--- src/rtl/axil_pkg.sv ---
// AXI4-Lite response codes and FSM state types shared by axil_reg_slave.
package axil_pkg;

    localparam logic [1:0] RESP_OKAY   = 2'b00;
    localparam logic [1:0] RESP_SLVERR = 2'b10;

    typedef enum logic [1:0] {
        W_IDLE,
        W_HAVE_AW,
        W_HAVE_W,
        W_RESP
    } wr_state_e;

    typedef enum logic {
        R_IDLE,
        R_RESP
    } rd_state_e;

endpackage

--- src/rtl/axil_reg_slave.sv ---
// AXI4-Lite slave exposing NUM_REGS 32-bit registers with byte strobes and per-register write pulses.
// Define AXIL_REG_SLAVE_SLVERR_EN to answer out-of-range accesses with SLVERR (reads return 32'hDEADBEEF).
module axil_reg_slave
    import axil_pkg::*;
#(
    parameter int unsigned NUM_REGS  = 8,
    parameter logic [31:0] RESET_VAL = 32'h0
) (
    input  logic                     clk,
    input  logic                     rst,
    input  logic [31:0]              S_AXI_AWADDR,
    input  logic                     S_AXI_AWVALID,
    output logic                     S_AXI_AWREADY,
    input  logic [31:0]              S_AXI_WDATA,
    input  logic [3:0]               S_AXI_WSTRB,
    input  logic                     S_AXI_WVALID,
    output logic                     S_AXI_WREADY,
    output logic [1:0]               S_AXI_BRESP,
    output logic                     S_AXI_BVALID,
    input  logic                     S_AXI_BREADY,
    input  logic [31:0]              S_AXI_ARADDR,
    input  logic                     S_AXI_ARVALID,
    output logic                     S_AXI_ARREADY,
    output logic [31:0]              S_AXI_RDATA,
    output logic [1:0]               S_AXI_RRESP,
    output logic                     S_AXI_RVALID,
    input  logic                     S_AXI_RREADY,
    output logic [32*NUM_REGS-1:0]   reg_q,
    output logic [NUM_REGS-1:0]      wr_pulse
);

    localparam int unsigned IDX_W      = (NUM_REGS > 1) ? $clog2(NUM_REGS) : 1;
    localparam logic [29:0] NUM_REGS_W = 30'(NUM_REGS);

`ifdef AXIL_REG_SLAVE_SLVERR_EN
    localparam logic [1:0]  OOR_RESP  = RESP_SLVERR;
    localparam logic [31:0] OOR_RDATA = 32'hDEADBEEF;
`else
    localparam logic [1:0]  OOR_RESP  = RESP_OKAY;
    localparam logic [31:0] OOR_RDATA = 32'h0;
`endif

    wr_state_e           wr_state_q, wr_state_d;
    rd_state_e           rd_state_q, rd_state_d;
    logic [29:0]         aw_word_q, aw_word_d;
    logic [31:0]         w_data_q, w_data_d;
    logic [3:0]          w_strb_q, w_strb_d;
    logic [1:0]          bresp_q;
    logic [31:0]         rdata_q;
    logic [1:0]          rresp_q;
    logic [NUM_REGS-1:0] wr_pulse_q;
    logic [31:0]         regs_q [NUM_REGS];

    logic                commit;
    logic [29:0]         c_word;
    logic [31:0]         c_data;
    logic [3:0]          c_strb;
    logic                c_in_range;
    logic [IDX_W-1:0]    c_idx;
    logic                aw_rdy, w_rdy, ar_fire, ar_in_range;
    logic [IDX_W-1:0]    ar_idx;
    logic                unused_addr_lsbs;

    assign unused_addr_lsbs = ^{S_AXI_AWADDR[1:0], S_AXI_ARADDR[1:0]};

    // NOTE: combinational blocks assign every output a default first so no latch can be inferred.
    always_comb begin
        wr_state_d = wr_state_q;
        aw_word_d  = aw_word_q;
        w_data_d   = w_data_q;
        w_strb_d   = w_strb_q;
        aw_rdy     = 1'b0;
        w_rdy      = 1'b0;
        commit     = 1'b0;
        c_word     = aw_word_q;
        c_data     = w_data_q;
        c_strb     = w_strb_q;
        case (wr_state_q)
            W_IDLE: begin
                aw_rdy = 1'b1;
                w_rdy  = 1'b1;
                if (S_AXI_AWVALID && S_AXI_WVALID) begin
                    commit = 1'b1;
                    c_word = S_AXI_AWADDR[31:2];
                    c_data = S_AXI_WDATA;
                    c_strb = S_AXI_WSTRB;
                end else if (S_AXI_AWVALID) begin
                    aw_word_d  = S_AXI_AWADDR[31:2];
                    wr_state_d = W_HAVE_AW;
                end else if (S_AXI_WVALID) begin
                    w_data_d   = S_AXI_WDATA;
                    w_strb_d   = S_AXI_WSTRB;
                    wr_state_d = W_HAVE_W;
                end
            end
            W_HAVE_AW: begin
                w_rdy = 1'b1;
                if (S_AXI_WVALID) begin
                    commit = 1'b1;
                    c_data = S_AXI_WDATA;
                    c_strb = S_AXI_WSTRB;
                end
            end
            W_HAVE_W: begin
                aw_rdy = 1'b1;
                if (S_AXI_AWVALID) begin
                    commit = 1'b1;
                    c_word = S_AXI_AWADDR[31:2];
                end
            end
            W_RESP: begin
                if (S_AXI_BREADY) wr_state_d = W_IDLE;
            end
            default: wr_state_d = W_IDLE;
        endcase
        if (commit) wr_state_d = W_RESP;
    end

    assign c_in_range = (c_word < NUM_REGS_W);
    assign c_idx      = c_word[IDX_W-1:0];

    // NOTE: sequential state is updated only with non-blocking assignments.
    always_ff @(posedge clk or posedge rst) begin
        if (rst) begin
            wr_state_q <= W_IDLE;
            aw_word_q  <= '0;
            w_data_q   <= '0;
            w_strb_q   <= '0;
            bresp_q    <= RESP_OKAY;
            wr_pulse_q <= '0;
        end else begin
            wr_state_q <= wr_state_d;
            aw_word_q  <= aw_word_d;
            w_data_q   <= w_data_d;
            w_strb_q   <= w_strb_d;
            wr_pulse_q <= '0;
            if (commit) begin
                bresp_q <= c_in_range ? RESP_OKAY : OOR_RESP;
                if (c_in_range) wr_pulse_q[c_idx] <= 1'b1;
            end
        end
    end

    // NOTE: the register array is reset because software relies on RESET_VAL being observable.
    always_ff @(posedge clk or posedge rst) begin
        if (rst) begin
            for (int k = 0; k < NUM_REGS; k++) regs_q[k] <= RESET_VAL;
        end else if (commit && c_in_range) begin
            for (int b = 0; b < 4; b++) begin
                if (c_strb[b]) regs_q[c_idx][8*b +: 8] <= c_data[8*b +: 8];
            end
        end
    end

    assign ar_fire     = (rd_state_q == R_IDLE) && S_AXI_ARVALID;
    assign ar_in_range = (S_AXI_ARADDR[31:2] < NUM_REGS_W);
    assign ar_idx      = S_AXI_ARADDR[2 +: IDX_W];

    always_comb begin
        rd_state_d = rd_state_q;
        case (rd_state_q)
            R_IDLE:  if (S_AXI_ARVALID) rd_state_d = R_RESP;
            R_RESP:  if (S_AXI_RREADY)  rd_state_d = R_IDLE;
            default: rd_state_d = R_IDLE;
        endcase
    end

    // Sampling regs_q before this edge's write lands gives a colliding read the old value.
    always_ff @(posedge clk or posedge rst) begin
        if (rst) begin
            rd_state_q <= R_IDLE;
            rdata_q    <= '0;
            rresp_q    <= RESP_OKAY;
        end else begin
            rd_state_q <= rd_state_d;
            if (ar_fire) begin
                rdata_q <= ar_in_range ? regs_q[ar_idx] : OOR_RDATA;
                rresp_q <= ar_in_range ? RESP_OKAY : OOR_RESP;
            end
        end
    end

    // Readies are masked so nothing is offered to the master while reset is held.
    assign S_AXI_AWREADY = aw_rdy & ~rst;
    assign S_AXI_WREADY  = w_rdy & ~rst;
    assign S_AXI_ARREADY = (rd_state_q == R_IDLE) & ~rst;
    assign S_AXI_BVALID  = (wr_state_q == W_RESP);
    assign S_AXI_BRESP   = bresp_q;
    assign S_AXI_RVALID  = (rd_state_q == R_RESP);
    assign S_AXI_RDATA   = rdata_q;
    assign S_AXI_RRESP   = rresp_q;
    assign wr_pulse      = wr_pulse_q;

    for (genvar k = 0; k < NUM_REGS; k++) begin : g_flat
        assign reg_q[32*k +: 32] = regs_q[k];
    end

endmodule
--- config.mk ---
export PLATFORM = sky130hd
export DESIGN_NAME = axil_reg_slave
export DESIGN_NICKNAME = d
export VERILOG_FILES = /design/src/rtl/axil_pkg.sv /design/src/rtl/axil_reg_slave.sv
export SDC_FILE = /design/constraint.sdc
export NUM_CORES = 1
export LEC_CHECK = 0
export ABC_AREA = 1
export CAP_MARGIN = 20
export CORE_MARGIN = 4
export CORE_UTILIZATION = 45
export DETAILED_ROUTE_END_ITERATION = 10
export DONT_BUFFER_PORTS = 1
export MAX_ROUTING_LAYER = met4
export PLACE_DENSITY = 0.67
export RECOVER_POWER = 25
export SLEW_MARGIN = 10
export SYNTH_ARGS = -nofsm -noshare
export SYNTH_HDL_FRONTEND = slang
export SYNTH_SLANG_ARGS = --single-unit
export TNS_END_PERCENT = 10
--- constraint.sdc ---
create_clock -name clk -period 22.2 [get_ports clk]
set_input_delay 3.33 -clock clk [delete_from_list [all_inputs] [get_ports clk]]
set_output_delay 3.33 -clock clk [all_outputs]
set_load 0.02 [all_outputs]
After elaboration in Yosys (flattened, before gate mapping)
Index checks and enable logic that the tools add are counted.
{ "totals": {"register_bits": 365, "inputBits": 107} }
{ "classes": {"order_cmp": 7, "eq_ne": 6, "n_mux": 51, "bitwise": 9, "n_reduce_logical": 12} }
{ "ops": {"columns": ["op", "count"], "rows": [
  ["two-way mux 256 bit", 7],
  ["bitwise mux 256 bit", 4],
  ["demux 32 bit (select 3 bit)", 4],
  ["two-way mux 32 bit", 6],
  ["binary-select mux 32 bit (select 3 bit)", 1],
  ["case mux 32 bit (2 select lines)", 1],
  ["< comparator 30 x 4 -> 1 bit (second input constant)", 2],
  ["two-way mux 30 bit", 2],
  ["case mux 30 bit (2 select lines)", 1],
  ["two-way mux 24 bit", 1],
  ["two-way mux 8 bit", 3],
  ["two-way mux 16 bit", 1],
  ["two-way mux 2 bit", 5],
  ["greater-or-equal comparator 4 bit (second input constant)", 2],
  ["two-way mux 1 bit", 8],
  ["two-way mux 4 bit", 2],
  ["NOT 3 -> 4 bit", 2],
  ["case mux 4 bit (2 select lines)", 1],
  ["logical AND 1 bit", 5],
  ["equality test 2 bit (second input constant)", 2],
  ["< comparator 3 x 4 -> 1 bit (second input constant)", 1],
  ["< comparator 4 x 1 -> 1 bit (second input constant)", 1],
  ["!= test 4 bit (second input constant)", 1],
  ["NOT 1 bit", 4],
  ["15 further kinds", 18]
]} }

Depth between registers and ports, before layout
Gate-level depths: netlist of the first run.
{ "logic_depth": {"ltp_word": 19, "depth_mapped": 17, "depth_no_buf": 14} }

Worst setup path after synthesis of the first run
No wires, ideal clock.
{ "synth_timing": {"kind": "in2out", "start": "input port rst", "end": "output port S_AXI_ARREADY", "arrival_time_ns": 3.610, "path_slack_ns": 15.260, "stages": 1, "path_cell_list": "nor2_1"} }
{ "synth_between": {"elab_chain_len": 2} }
{ "synth_rtl": {"columns": ["item", "line", "text"], "rows": [
  ["from (decl)", "axil_reg_slave.sv:10", "input logic rst,"],
  ["NOT 1 bit", "axil_reg_slave.sv:186", "assign S_AXI_ARREADY = (rd_state_q == R_IDLE) & ~rst;"],
  ["AND 1 bit", "axil_reg_slave.sv:186", null],
  ["to (decl)", "axil_reg_slave.sv:23", "output logic S_AXI_ARREADY,"]
]} }
No other way between the ends.

==> flow_metrics.env, run 1 <==
export IMPL_drv_cap=6
export IMPL_period_needed_ns=9.44
export IMPL_crit_path_top_delay_cell="clkinvlp_2"
export IMPL_die_width_um=217
export IMPL_start_util_pct=45.5
export IMPL_fin_tns_setup_ns=0
export IMPL_rows=76
export IMPL_async_reset_ff_share_pct=100
export IMPL_area_delta_synth_final_pct=7.24
export IMPL_tightest_slew_ns=4.11
export IMPL_period_share_pct=42.5
export IMPL_overflow=0
export IMPL_hold_viol_final=0
export IMPL_vias=18300
export IMPL_drive_above_1_share_pct=6.64
export IMPL_crit_fanout=89
export IMPL_antenna_found_initial=1
export IMPL_crit_start="rst"
export IMPL_ctsResizeCount=0
export IMPL_grt_pass1_wl_um=109000
export IMPL_clkPwrFrac_pct=31.1
export IMPL_drtIter0Drc=2113
export IMPL_final_common_cell="nand2_1"
export IMPL_seq_power_share_pct=31.7
export IMPL_peakVddDrop_mv=0.109
export IMPL_ctsLongestPathBuffers=3
export IMPL_worstSkewPairLatency_ns=0.58
export IMPL_layout_common_cells="nand2_1 (859), dfrtp_1 (365), o21ai_0 (266), nand4_1 (262), nor2_1 (173)"
export IMPL_routed_wl_um=72200
export IMPL_ys_ff_latch=365
export IMPL_cp_num_buf_inv=4
export IMPL_die_y_um=217
export IMPL_drc=0
export IMPL_globalplace_congestion=0.914
export IMPL_cts_clk_slew_worst_paths_ns=0.06
export IMPL_post_route_util_pct=48.8
export IMPL_path_depth=4
export IMPL_ys_flop_type="dfrtp_1"
export IMPL_postCtsSetupBuffers=0
export IMPL_finalClockSkew_ns=0.0261
export IMPL_timing_fmax_mhz=106
export IMPL_violations="max-capacitance violations, max-slew violations"
export IMPL_hp_start="aw_word_q[19]"
export IMPL_grt_pass1_vias=17300
export IMPL_cp_start_kind="input pin"
export IMPL_numCtsBuffers=42
export IMPL_syn_cell_area_sq_um=19600
export IMPL_rsz0062_at_grt="no"
export IMPL_cellLeakagePower_uw=0.0104
export IMPL_required_ns=22.77
export IMPL_synth_edff_count=0
export IMPL_hold_path_class="reg2reg"
export IMPL_port_buffers=0
export IMPL_worst_endpoint_arrival_ns=10.01
export IMPL_grt_usage_pct=30.7
export IMPL_dp_slack_ns=14.78
export IMPL_power_switching_share_pct=44.4
export IMPL_cpPeakStageDelay_ns=2.26
export IMPL_path_common_cell="clkbuf_1"
export IMPL_yosys_warnings=0
export IMPL_nets=2442
export IMPL_num_io_pins=412
export IMPL_cp_top_family="buffers and inverters"
export IMPL_worstRegToRegCells=15
export IMPL_reg2reg_from="wr_state_q[0]"
export IMPL_cts_tree="built"
export IMPL_slew_headroom_pct=-174
export IMPL_cts_sinks=365
export IMPL_die_area_sq_um=47000
export IMPL_p_comb_share_pct=37.2
export IMPL_cp_cell_sequence="clkinvlp_2, clkbuf_1, clkbuf_1, buf_4"
export IMPL_finalSetupViolCount=0
export IMPL_synthCells=2442
export IMPL_place_hpwl_um=46800
export IMPL_cts_hold_buf=0
export IMPL_via_per_inst=6.21
export IMPL_status="finished, violations left"
export IMPL_setup_ws_ns=12.76
export IMPL_ant_nets=0
export IMPL_p_sw_uw=1070
export IMPL_clock_root_buffer="clkbuf_16"
export IMPL_cts_htree_levels=2
export IMPL_worstSetupEndpointType="asynchronous set/reset pin"
export IMPL_hold_depth=2
export IMPL_slew_violations=312
export IMPL_powerDensity_nw_per_um2=114
export IMPL_ys_seq_area_share_pct=46.6
export IMPL_grt_max_degree=130
export IMPL_core_sq_um=43100
export IMPL_synth_cell_type_count=42
export IMPL_avgSynthCellArea_sq_um=8.03
export IMPL_detail_route_wl_per_cell_um=24.5
export IMPL_intPower_uw=1340
export IMPL_first_pass_iters=8
export IMPL_path_class="in2async"
-- cells in the mapped netlist (2+ instances only) --
| cell | n | share of area, % |
|---|---|---|
| nor2_1 | 175 | 3.3 |
| buf_6 | 18 | 1.0 |
| clkbuf_1 | 78 | 1.5 |
| nand3b_1 | 5 | 0.19 |
| nand4_1 | 262 | 8.4 |
| a21oi_1 | 14 | 0.36 |
| o221ai_1 | 60 | 2.7 |
| buf_4 | 34 | 1.3 |
| nor4_1 | 4 | 0.13 |
| or2_0 | 2 | 0.064 |
| inv_1 | 90 | 1.7 |
| o211ai_1 | 25 | 0.96 |
| inv_4 | 2 | 0.064 |
| nand3_1 | 31 | 0.79 |
| nand2_2 | 3 | 0.096 |
| o21ai_0 | 266 | 6.8 |
| a211oi_1 | 2 | 0.077 |
| o22ai_1 | 10 | 0.32 |
| o211ai_4 | 4 | 0.43 |
| nor3_1 | 10 | 0.26 |
| nor2_4 | 8 | 0.46 |
| buf_2 | 52 | 1.3 |
| buf_1 | 3 | 0.057 |
| inv_2 | 3 | 0.057 |
| nand2_4 | 2 | 0.11 |
| nor2_8 | 5 | 0.51 |
| dfrtp_1 | 365 | 47 |
| nand2_1 | 857 | 16 |
| nand4_4 | 30 | 3.3 |
| a31oi_1 | 10 | 0.32 |
-- worst min-delay path, stage by stage (launching register included) --
cell and delay (ns):
dfrtp_1 0.34, nand2_1 0.05, o21ai_0 0.06
-- state kept, by name (all words and copies together) (netlist names) --
register,count
reg_q,256
S_AXI_RDATA,32
w_data_q,32
aw_word_q,30
wr_pulse,8
w_strb_q,4
wr_state_q,2
S_AXI_RVALID,1
-- through the flow --
| step | power [uW] | instances | hold slack, ns | instance area [sq um] |
|---|---|---|---|---|
| after floorplan | 1440 | 2445 | 0.453 | 19600 |
| after detailed placement | 1640 | 2868 | 0.476 | 19500 |
| after CTS | 2390 | 2943 | 0.491 | 21000 |
| after global placement | 1620 | 2868 | 0.467 | 19500 |
| after global routing | 2520 | 2952 | 0.514 | 21000 |
| final | 2400 | 2952 | 0.486 | 21000 |
-- power by group through the flow --
| stage | registers [uW] | clock network [uW] | logic (uW) |
|---|---|---|---|
| 5_1_grt | 768 | 785 | 965 |
| 2_1_floorplan | 759 | 0 | 680 |
| 3_3_place_gp | 770 | 0 | 848 |
| 4_1_cts | 760 | 758 | 869 |
| 3_5_place_dp | 772 | 0 | 867 |
| 6_report | 761 | 746 | 895 |
-- cells by family after synthesis --
logic type	Yosys count	share of synthesized area, %
simple gates	1400	34.2
flops	365	46.6
compound gates	395	12.1
other cells	1	0.0191
buf+inv	281	7.08
-- worst paths after layout --
kind	to	slack [ns]
max	reg_q[24]	12.76
min	aw_word_q[19]	0.49
max reg2reg	reg_q[226]	16.39
min reg2reg	aw_word_q[19]	0.49
max in group clk	reg_q[226]	14.20
min in group asynchronous	wr_state_q[1]	3.87
-- layer usage --
metal	share of wire, %	vias up	global-route usage, %
li1	-	8163	-
met2	44	1017	44.8
met4	4.1	0	11.8
met3	11	184	8.92
met1	41	8954	40.6
met5	0	-	-
-- final cells by class --
type                    instances  area [sq um]
diodes                          1          2.50
clock buffers                  58          1210
clock inverters                17           262
fillers                      4104         22000
inverters                      96           369
multi-input cells            1799          9100
flip-flops and latches        365          9130
well taps                     585           732
repair buffers                 31           218
No activity file was read; power rests on OpenSTA's default activity.
==> inputs of run 2 (changes only) <==
==> constraint.sdc (replaced) <==
create_clock -name clk -period 9.7 [get_ports clk]
set_input_delay 1.455 -clock clk [delete_from_list [all_inputs] [get_ports clk]]
set_output_delay 1.455 -clock clk [all_outputs]
set_load 0.02 [all_outputs]
==> run 2 against run 1 <==
Against the previous run: clock power is 120% higher; critical path depth is 4 higher; core utilization is 0.16 points lower; routed wire length is 0.14% higher; largest power group unchanged; the flow still finishes with violations (max-capacitance violations, max-slew violations); sequential cell count stayed put.
==> flow_metrics.env, run 2 (synthesized netlist as in run 1, its figures left out) <==
export IMPL_rows=76
export IMPL_final_area_sq_um=21000
export IMPL_worstSkewPairLatency_ns=0.57
export IMPL_die_y_um=217
export IMPL_fin_tns_setup_ns=0
export IMPL_detail_route_wl_per_cell_um=24.5
export IMPL_crit_path_top_delay_cell="a21oi_1"
export IMPL_die_area_sq_um=47000
export IMPL_first_pass_iters=6
export IMPL_die_width_um=217
export IMPL_postCtsSetupBuffers=0
export IMPL_grt_pass1_wl_um=109000
export IMPL_ctsLongestPathBuffers=3
export IMPL_routed_wl_um=72300
export IMPL_peakVddDrop_mv=0.264
export IMPL_core_sq_um=43100
export IMPL_finalSetupViolCount=0
export IMPL_drv_cap=3
export IMPL_seq_power_share_pct=32.2
export IMPL_place_hpwl_um=47400
export IMPL_largest_reg_flops=256
export IMPL_drc=0
export IMPL_crit_fanout=45
export IMPL_numPlacedInstances=2873
export IMPL_via_per_inst=6.19
export IMPL_path_common_cell="nand2_1"
export IMPL_status="finished, violations left"
export IMPL_hold_path_class="reg2reg"
export IMPL_reg2reg_from="wr_state_q[0]"
export IMPL_multi_input_area_sq_um=9110
export IMPL_placed_cell_area_sq_um=19600
export IMPL_slew_headroom_pct=-121
export IMPL_num_io_pins=412
export IMPL_numCtsBuffers=43
export IMPL_crit_start="S_AXI_AWVALID"
export IMPL_nets=2441
export IMPL_power_switching_share_pct=45.1
export IMPL_intPower_uw=2970
export IMPL_overflow=0
export IMPL_tightest_slew_ns=3.31
export IMPL_hp_start="aw_word_q[19]"
export IMPL_worstSetupEndpointType="flip-flop"
export IMPL_grt_usage_pct=30.5
export IMPL_ant_nets=0
export IMPL_grt_max_degree=199
export IMPL_clock_root_buffer="clkbuf_16"
export IMPL_hold_viol_final=0
export IMPL_ff_latch_area_sq_um=9130
export IMPL_period_needed_ns=5.23
export IMPL_timing_fmax_mhz=191
export IMPL_cellLeakagePower_uw=0.0103
export IMPL_vias=18300
export IMPL_post_route_util_pct=48.7
export IMPL_antenna_found_initial=0
export IMPL_cp_cell_sequence="nand2_1, nand2_1, inv_1, nor2_4, inv_1, a21oi_1, nand4_1, nand2_1"
export IMPL_p_sw_uw=2450
export IMPL_period_share_pct=53.9
export IMPL_start_util_pct=45.5
export IMPL_clkPwrFrac_pct=29.9
export IMPL_cts_sinks=365
export IMPL_antennaDiodeCount=0
export IMPL_cpPeakStageDelay_ns=0.96
export IMPL_port_buffers=0
export IMPL_area_delta_synth_final_pct=6.88
export IMPL_final_cells=2949
export IMPL_finalClockSkew_ns=0.0240
export IMPL_drive_above_1_share_pct=6.39
export IMPL_worst_endpoint_arrival_ns=5.73
export IMPL_required_ns=10.20
export IMPL_drtIter0Drc=2027
export IMPL_cts_htree_levels=2
export IMPL_path_class="in2reg"
export IMPL_violations="max-capacitance violations, max-slew violations"
export IMPL_grt_pass1_vias=17200
export IMPL_slew_violations=164
export IMPL_final_common_cell="nand2_1"
export IMPL_cts_hold_buf=0
export IMPL_cp_start_kind="input pin"
export IMPL_layout_common_cells="nand2_1 (859), dfrtp_1 (365), o21ai_0 (266), nand4_1 (262), nor2_1 (172)"
export IMPL_ctsResizeCount=0
export IMPL_fillCellCount=4108
export IMPL_cp_top_family="simple AND/OR/NAND/NOR gates"
export IMPL_p_comb_share_pct=37.9
export IMPL_rsz0062_at_grt="no"
export IMPL_cts_tree="built"
export IMPL_powerDensity_nw_per_um2=259
export IMPL_cts_clk_slew_worst_paths_ns=0.07
export IMPL_cp_num_buf_inv=2
export IMPL_globalplace_congestion=0.917
export IMPL_hold_ws_ns=0.492
run 2: worst min-delay path, stage by stage (launching register included):
cell and delay [ns]:
dfrtp_1 0.34, nand2_1 0.05, o21ai_0 0.07
run 2: per-stage QoR:
stage	setup slack (ns)	power [uW]
2_1_floorplan	3.35	3290
3_3_place_gp	5.16	3730
3_5_place_dp	5.12	3780
4_1_cts	5.71	5410
5_1_grt	4.15	5680
6_report	4.47	5420
run 2: area by class of cell:
| class | count | share of cell area (%) |
|---|---|---|
| Tap cell | 585 | 3.49 |
| Timing Repair Buffer | 29 | 1.10 |
| Sequential cell | 365 | 43.6 |
| Clock buffer | 60 | 5.78 |
| Inverter | 96 | 1.76 |
| Multi-Input combinational cell | 1799 | 43.5 |
| Clock inverter | 15 | 0.824 |
run 2: power by group through the flow:
stage | Clock (uW) | Combinational (uW) | Sequential, uW
floorplan | 0 | 1560 | 1740
global placement | 0 | 1960 | 1760
detailed placement | 0 | 2010 | 1770
CTS | 1650 | 2020 | 1740
global route | 1710 | 2220 | 1760
finish | 1620 | 2050 | 1740
run 2: path summary, 6_finish.rpt:
| kind | end | slack [ns] | depth (start not counted) |
|---|---|---|---|
| worst max-delay path | reg_q[158] | 4.47 | 8 |
| worst min-delay path | aw_word_q[19] | 0.49 | 2 |
| worst max register to register | reg_q[158] | 4.76 | 8 |
| worst min register to register | aw_word_q[19] | 0.49 | 2 |
| max in group asynchronous | reg_q[219] | 5.31 | 3 |
| min in group asynchronous | aw_word_q[25] | 2.06 | 2 |
run 2: per-layer routing:
metal  part of all wire (%)  routed length [um]  global-route usage [%]
met5                      0                   0                       -
met4                    4.3                3090                    12.0
met3                     12                8590                    10.1
met2                     44               31900                    44.7
met1                     40               28700                    39.4
